--- src/rtl/log2_pkg.sv ---
// log2_pkg: mode encoding and width helpers shared by the log2 stream unit.
package log2_pkg;
   typedef enum logic [1:0] {
      L2_CEIL  = 2'd0,
      L2_FLOOR = 2'd1,
      L2_CLZ   = 2'd2
   } l2_mode_e;

   function automatic int res_w(input int width);
      return $clog2(width + 1);
   endfunction

   // Code 3 is reserved and behaves as CEIL.
   function automatic l2_mode_e decode_mode(input logic [1:0] mode);
      case (mode)
         2'd1:    return L2_FLOOR;
         2'd2:    return L2_CLZ;
         default: return L2_CEIL;
      endcase
   endfunction
endpackage

--- src/rtl/log2_prienc.sv ---
// log2_prienc: combinational highest-set-bit encoder; idx is 0 when no bit is set.
// No latency, no handshake.
module log2_prienc #(
   parameter int WIDTH = 16,
   parameter int RES_W = $clog2(WIDTH + 1)
) (
   input  logic [WIDTH-1:0] data,
   output logic [RES_W-1:0] idx,
   output logic             any
);
   always_comb begin
      idx = '0;
      any = 1'b0;
      for (int i = 0; i < WIDTH; i++) begin
         if (data[i]) begin
            idx = RES_W'(i);
            any = 1'b1;
         end
      end
   end
endmodule

--- src/rtl/log2_stream_unit.sv ---
// log2_stream_unit: streaming ceil/floor-log2 and CLZ, 2-stage pipe (latency 2), saturating ceil-cost total.
// Backpressure: a stalled output freezes S2, S1 fills behind it, then in_ready drops; bubbles collapse.
module log2_stream_unit
   import log2_pkg::*;
#(
   parameter int WIDTH = 16,
   parameter int RES_W = res_w(WIDTH),
   parameter int ACC_W = 32
) (
   input  logic             clk,
   input  logic             rst_n,
   input  logic             in_valid,
   output logic             in_ready,
   input  logic [WIDTH-1:0] in_data,
   input  logic [1:0]       in_mode,
   output logic             out_valid,
   input  logic             out_ready,
   output logic [RES_W-1:0] out_result,
   output logic             out_zero,
   output logic [1:0]       out_mode,
   input  logic             acc_en,
   input  logic             acc_clr,
   output logic [ACC_W-1:0] acc_value,
   output logic             acc_sat
);
   typedef struct packed {
      logic             vld;
      logic [1:0]       mode;
      logic [WIDTH-1:0] x;
   } s1_t;

   typedef struct packed {
      logic             vld;
      logic [1:0]       mode;
      logic             zero;
      logic [RES_W-1:0] res;
      logic [RES_W-1:0] cost;
   } s2_t;

   s1_t              s1_q;
   s2_t              s2_q;
   logic             s1_adv, s2_adv;
   logic [WIDTH-1:0] x_m1;
   logic [RES_W-1:0] fl_x, fl_xm1, cost_d, res_d;
   logic             any_x, any_xm1;

   assign s2_adv   = !s2_q.vld || out_ready;
   assign s1_adv   = !s1_q.vld || s2_adv;
   assign in_ready = s1_adv;

   always_ff @(posedge clk) begin
      if (!rst_n) begin
         s1_q <= '0;
      end else if (s1_adv) begin
         s1_q.vld <= in_valid;
         if (in_valid) begin
            s1_q.mode <= in_mode;
            s1_q.x    <= in_data;
         end
      end
   end

   assign x_m1 = s1_q.x - WIDTH'(1);

   log2_prienc #(.WIDTH(WIDTH), .RES_W(RES_W)) u_pe_x (
      .data (s1_q.x),
      .idx  (fl_x),
      .any  (any_x)
   );

   log2_prienc #(.WIDTH(WIDTH), .RES_W(RES_W)) u_pe_xm1 (
      .data (x_m1),
      .idx  (fl_xm1),
      .any  (any_xm1)
   );

   // x==0 and x==1 both cost 1 (x-1 has no set bit exactly when x==1).
   always_comb begin
      cost_d = (!any_x || !any_xm1) ? RES_W'(1) : fl_xm1 + RES_W'(1);
      case (decode_mode(s1_q.mode))
         L2_FLOOR: res_d = fl_x;
         L2_CLZ:   res_d = any_x ? RES_W'(WIDTH - 1) - fl_x : RES_W'(WIDTH);
         default:  res_d = cost_d;
      endcase
   end

   always_ff @(posedge clk) begin
      if (!rst_n) begin
         s2_q <= '0;
      end else if (s2_adv) begin
         s2_q.vld <= s1_q.vld;
         if (s1_q.vld) begin
            s2_q.mode <= s1_q.mode;
            s2_q.zero <= !any_x;
            s2_q.res  <= res_d;
            s2_q.cost <= cost_d;
         end
      end
   end

   assign out_valid  = s2_q.vld;
   assign out_result = s2_q.res;
   assign out_zero   = s2_q.zero;
   assign out_mode   = s2_q.mode;

   logic [ACC_W-1:0] acc_q, acc_d, acc_base;
   logic             sat_q, sat_d;
   logic [RES_W-1:0] add_c;
   logic [ACC_W:0]   sum;

   // A clear in the same cycle as a transfer restarts the total from that transfer's cost.
   always_comb begin
      acc_base = acc_clr ? '0 : acc_q;
      add_c    = (out_valid && out_ready && acc_en) ? s2_q.cost : '0;
      sum      = {1'b0, acc_base} + (ACC_W + 1)'(add_c);
      acc_d    = sum[ACC_W] ? '1 : sum[ACC_W-1:0];
      sat_d    = (!acc_clr && sat_q) || sum[ACC_W];
   end

   always_ff @(posedge clk) begin
      if (!rst_n) begin
         acc_q <= '0;
         sat_q <= 1'b0;
      end else begin
         acc_q <= acc_d;
         sat_q <= sat_d;
      end
   end

   assign acc_value = acc_q;
   assign acc_sat   = sat_q;
endmodule

--- config.mk ---
export PLATFORM = sky130hd
export DESIGN_NAME = log2_stream_unit
export DESIGN_NICKNAME = d
export VERILOG_FILES = /design/src/rtl/log2_pkg.sv /design/src/rtl/log2_prienc.sv /design/src/rtl/log2_stream_unit.sv
export SDC_FILE = /design/constraint.sdc
export NUM_CORES = 1
export LEC_CHECK = 0
export BUFFER_PORTS_ARGS = -buffer_cell sky130_fd_sc_hd__clkbuf_2
export CAP_MARGIN = 0
export CORE_AREA = 2 2 86 88
export CTS_BUF_LIST = sky130_fd_sc_hd__clkbuf_16
export DETAILED_ROUTE_END_ITERATION = 10
export DIE_AREA = 0 0 88 90
export PLACE_DENSITY = 0.92
export SYNTH_ARGS = -nofsm -noshare
export SYNTH_HDL_FRONTEND = slang
export SYNTH_HIERARCHICAL = 1
export SYNTH_SLANG_ARGS = --single-unit
--- constraint.sdc ---
create_clock -name clk -period 9.8 [get_ports clk]
set_clock_uncertainty 0.05 [all_clocks]
set_input_delay 0.49 -clock clk [delete_from_list [all_inputs] [get_ports clk]]
set_output_delay 0.49 -clock clk [all_outputs]
set_load 0.01 [all_outputs]
# Word-level counts from Yosys, hierarchy flattened
# Index checks and enable logic that the tools add are counted.
# word_totals
register_bits	66
input_bits	24
word_cells	101
# classes
addsub	4
n_eq_ne	4
mux	69
n_reduce_logical	14
# op_table
op	count
32-bit two-way mux	2
4-bit two-way mux	16
1-bit two-way mux	34
32-bit by 5-bit adder with 33-bit output	1
3-bit two-way mux	8
16-bit by 1-bit subtractor with 16-bit output (second input constant)	1
5-bit two-way mux	3
5-bit one-hot mux with 2 select lines	1
2-bit two-way mux	4
5-bit by 1-bit adder with 5-bit output (second input constant)	1
1-bit zero test	5
4-bit by 5-bit subtractor with 5-bit output (first input constant)	1
2-bit by 1-bit equality test with 1-bit output (second input constant)	2
2-bit equality test (second input constant)	2
1-bit logical OR	4
2-bit one-hot mux with 2 select lines	1
2-bit AND reduction	2
1-bit logical AND	3

# Longest topological paths before layout
# logic_depth
ltp_word	21
mapped_depth	15
depth_no_buf	15

# Cells and area by module
# The synthesis kept the hierarchy.
# modules_own_cells
module	n_inst	cells_each	area_each_um2
log2_stream_unit	1	454	3771.1
log2_prienc	2	31	172.7

# Least setup slack after synthesis
# OpenSTA, ideal clock, no wires.
# synth_path
path_type	reg2reg
from	register s1_q[0] (netlist bit)
to	register s2_q, in the netlist out_result[4]
setup_time_ps	117
arrival_time_ps	3049
t_required_ps	9633
slack_ps	6585
stages_incl_launch_ff	14
path_buffers	0
synth_period_minus_slack_ps	3215
cell_sequence	dfxtp_1 -> or4_4 -> or3_4 -> nor4_1 -> xor2_1 -> or3b_1 -> a311oi_1 -> a31oi_1 -> ha_1 -> nand3_1 -> xor2_1 -> o21ai_0 -> a21oi_1 -> nor3b_1
# synth_via
word_cells_on_any_way	55
cone_classes	add/sub: 2; mux: 50; reduce/logical: 3
# synth_lines
item	line	source
from (decl)	log2_stream_unit.sv:40	s1_t s1_q;
16-bit by 1-bit subtractor with 16-bit output	log2_stream_unit.sv:63	assign x_m1 = s1_q.x - WIDTH'(1);
named net x_m1[9]	log2_stream_unit.sv:43	logic [WIDTH-1:0] x_m1;
4-bit two-way mux (7 in series)	log2_prienc.sv:15	if (data[i]) begin
named net fl_xm1[0]	log2_stream_unit.sv:44	logic [RES_W-1:0] fl_x, fl_xm1, cost_d, res_d;
5-bit by 1-bit adder with 5-bit output	log2_stream_unit.sv:79	cost_d = (!any_x || !any_xm1) ? RES_W'(1) : fl_xm1 + RES_W'(1);
5-bit two-way mux	log2_stream_unit.sv:79	
5-bit one-hot mux with 2 select lines	log2_stream_unit.sv:80	case (decode_mode(s1_q.mode))
to (decl)	log2_stream_unit.sv:41	s2_t s2_q;
# The timed path passes the listed nets, and every way through them passes these cells.
# A chain may end at the register's enable or synchronous reset.

# Worst setup path in the final report
# layout_path
from	register s1_q[0] (netlist bit)
to	register s2_q, in the netlist out_result[4]
# layout_via
word_cells_on_any_way	55
cone_classes	add/sub: 2; mux: 50; reduce/logical: 3
# layout_lines
item	line
16-bit by 1-bit subtractor with 16-bit output	log2_stream_unit.sv:63
named net x_m1[13]	log2_stream_unit.sv:43
4-bit two-way mux (3 in series)	log2_prienc.sv:15
named net fl_xm1[0]	log2_stream_unit.sv:44
5-bit by 1-bit adder with 5-bit output	log2_stream_unit.sv:79
5-bit two-way mux	log2_stream_unit.sv:79
5-bit one-hot mux with 2 select lines	log2_stream_unit.sv:80
# The timed path passes the listed nets, and every way through them passes these cells.

==> flow_summary_export.csv <==
group,metric,value,unit
logic_synthesis,synth.most_common_cell,"nand2_1",
status,status,"finished clean",
drt,wl_per_cell,15.2,um
power,p_int,0.528,mW
timing,fin_crit,3.57,ns
worst_setup_path,cp.depth,14,
clock_tree,cts_made_buffers,9,
die,initial_core_util,58.6,%
die,dieHeight,90,um
finish,area_growth,14.5,%
power,seqPwrFrac,39.3,%
worst_setup_path,critPathTopFamily,"simple AND/OR/NAND/NOR gates",
place,port_buffers,66,
power,power_density,157,nW/um^2
clock_tree,worstSkewPairLatency,0.33,ns
drt,via_per_inst,5.91,
logic_synthesis,synthesis.nets,550,
die,num_rows,31,
logic_synthesis,synth_edf_count,0,
worst_setup_path,critPathRequiredTime,10.00,ns
min_path,holdPathStages,3,
worst_setup_path,critPathKind,"reg2reg",
finish,antennaDiodeCount,0,
timing,whs,0.339,ns
global_routing,met2_usage,45.5,%
timing,finalHoldViolations,0,
global_routing,antenna_found_initial,0,
timing,max-slew-margin-rel,32.4,%
logic_synthesis,dominantRegCellSynth,"dfxtp_1",
logic_synthesis,syn_avg_cell_area,7.98,um^2
die,fp.dieW,88,um
place,post-dp-hpwl,7170,um
logic_synthesis,synthTopCellsByArea,"dfxtp_1, nand2_1, a21boi_0",
global_routing,grtUsageTotal,26.5,%
finish,final_util,67.1,%
worst_setup_path,cp-start-kind,"flip-flop",
global_routing,overflow,0,
worst_setup_path,cp_num_buf_inv,0,
clock_tree,cts.clk_slew.worst_paths,0.06,ns
logic_synthesis,synth.distinct_cells,70,
power,ir_drop,0.120,mV
drt,dr.pass1.iters,5,
drt,drt_first_iter_violations,303,
logic_synthesis,synth_seq_cells,66,
clock_tree,hold_buffers,0,
timing,grt_setup_unrepaired,"no",
timing,fin_setup_tns,0,ns
power,switchingPower,0.210,mW
global_routing,grt_pass1_vias,3847,
worst_setup_path,slowest_delay,0.55,ns
power,p_clk_share,44.2,%
logic_synthesis,synthArstFlopShare,0,%
power,leakagePower,1.96,nW
logic_synthesis,netlist_top_cells_count,"nand2_1, dfxtp_1, nor2_1, a21boi_0, o21ai_0",
worst_setup_path,cp_common_cell,"xor2_1",
finish,nets,595,
clock_tree,cts_resized,0,
timing,setup_violations,0,
power,switching_share,28.4,%
logic_synthesis,yosysWarnings,6,
power,p_comb_share,16.5,%
drt,drc,0,
clock_tree,cts_buffer_depth,2,
die,coreArea,7020,um^2
global_routing,use_met3,6.70,%
worst_setup_path,crit_path_top_delay_cell,"or4_4",
clock_tree,cts_tree,"yes",
logic_synthesis,synth_top_area_share,32.1,%
die,io-pin-count,67,
finish,drive_above_1_share,17.5,%
min_path,min_path_type,"in2reg",
drt,ant_nets,0,
clock_tree,cts_num_sinks,66,
timing,min_period_over_period,36.4,%
logic_synthesis,seq_area_frac_synth,32.1,%
worst_setup_path,r2r_cells,14,
die,die_area,7920,um^2
clock_tree,cts-root-buf,"clkbuf_16",
worst_setup_path,critPathMaxFanout,5,
drt,routed_wl,10100,um
logic_synthesis,syn_area,4120,um^2
worst_setup_path,crit_arrival,3.77,ns
logic_synthesis,synth_top_cell_by_area,"dfxtp_1",
run,max_cap_violations,0,
global_routing,grt_busiest_layer,"met2",
worst_setup_path,worstPathCellList,"or4_4, or3_4, nand2b_4, nor3_1, xor2_1, nor2b_1, a311oi_1, a31oi_1, ha_1, nand3_1, xor2_1, o21ai_0, a21oi_1, nor3b_1",
global_routing,grt_max_degree,59,
place,gp_congestion,0.896,
timing,worstMarginPinSlew,1.01,ns
global_routing,grt_pass1_wl,17100,um
clock_tree,post_cts_buffers,0,
logic_synthesis,synthCells,516,
timing,slew_violations,0,
timing,timing.fmax,280,MHz
worst_setup_path,critPathCaptureType,"flip-flop",
clock_tree,htree_levels,3,
drt,vias,3929,
global_routing,use_met1,31.1,%
## through the flow
stage	instances	worst slack (ns)	instance area, um^2	power, mW
4_1_cts	665	6.25	4710	0.738
2_1_floorplan	516	6.58	4120	0.390
5_1_grt	665	5.86	4710	0.768
6_report	665	6.23	4710	0.738
3_3_place_gp	649	6.47	4410	0.409
3_5_place_dp	649	6.27	4410	0.415
## flip-flops by register name, summed over array words and instances, names as in the netlist
name and cells:
out_zero 1, acc_value 32, s1_q 19, out_result 5
out_valid 1, acc_sat 1, out_mode 2, s2_q 5
## tightest hold or removal path: cells and delay by family
family	cells	cell delay [ns]
and+or+nand+nor	1	0.04
buffers and inverters	1	0.08
AOI/OAI and AO/OA	1	0.06
## placed cells by master, fill, tap and decap left out, drive strengths merged, types with 4 or more instances in the layout
master,instances
o211ai,8
a21oi,9
nand2b,17
xor2,20
and2,10
nand3,14
dfxtp,66
nor2b,18
o31a,6
nand4b,4
inv,15
nand4,13
nor2,36
ha,9
a21boi,26
o21a,12
nor3,7
o21ai,26
a31oi,4
nand2,84
xnor2,14
nor4,13
and3,8
clkbuf,75
## cell type report
class	instances	area, um^2
inverters	13	48.8
repair buffers	66	330
well taps	99	124
flip-flops and latches	66	1320
clock inverters	7	77.6
fillers	554	2310
clock buffers	9	225
multi-input cells	405	2580
## worst paths after layout
path                                      end  slack, ns           from
worst max register to register  out_result[4]       6.23        s1_q[0]
worst max-delay path            out_result[4]       6.23        s1_q[0]
worst min register to register  out_result[0]       0.44  out_result[0]
worst min-delay path                  s1_q[2]       0.34     in_data[2]
## layer usage
layer	up-vias	wire, um
met4	0	243
met1	1830	4200
met3	35	551
met5	-	0
met2	159	5130
li1	1905	-
## power by group through the flow
stage          sequential [mW]  clock, mW  combinational (mW)
2_1_floorplan            0.293          0              0.0970
6_report                 0.291      0.326               0.122
3_5_place_dp             0.296          0               0.119
3_3_place_gp             0.295          0               0.113
5_1_grt                  0.292      0.341               0.135
4_1_cts                  0.290      0.327               0.120
## kinds of logic (layout without fill, tap and decap cells)
kind of cell	Yosys count	count (layout)	synth area share, %
simple gates	246	246	32.3
compound gates	112	112	19.6
flops	66	66	32.1
buf+inv	45	95	5.11
xor+xnor	34	34	7.23
fa+ha+maj	10	10	3.22
other cells	2	2	0.182
mux	1	1	0.274
Note: power is estimated with default switching activity, not from simulation.
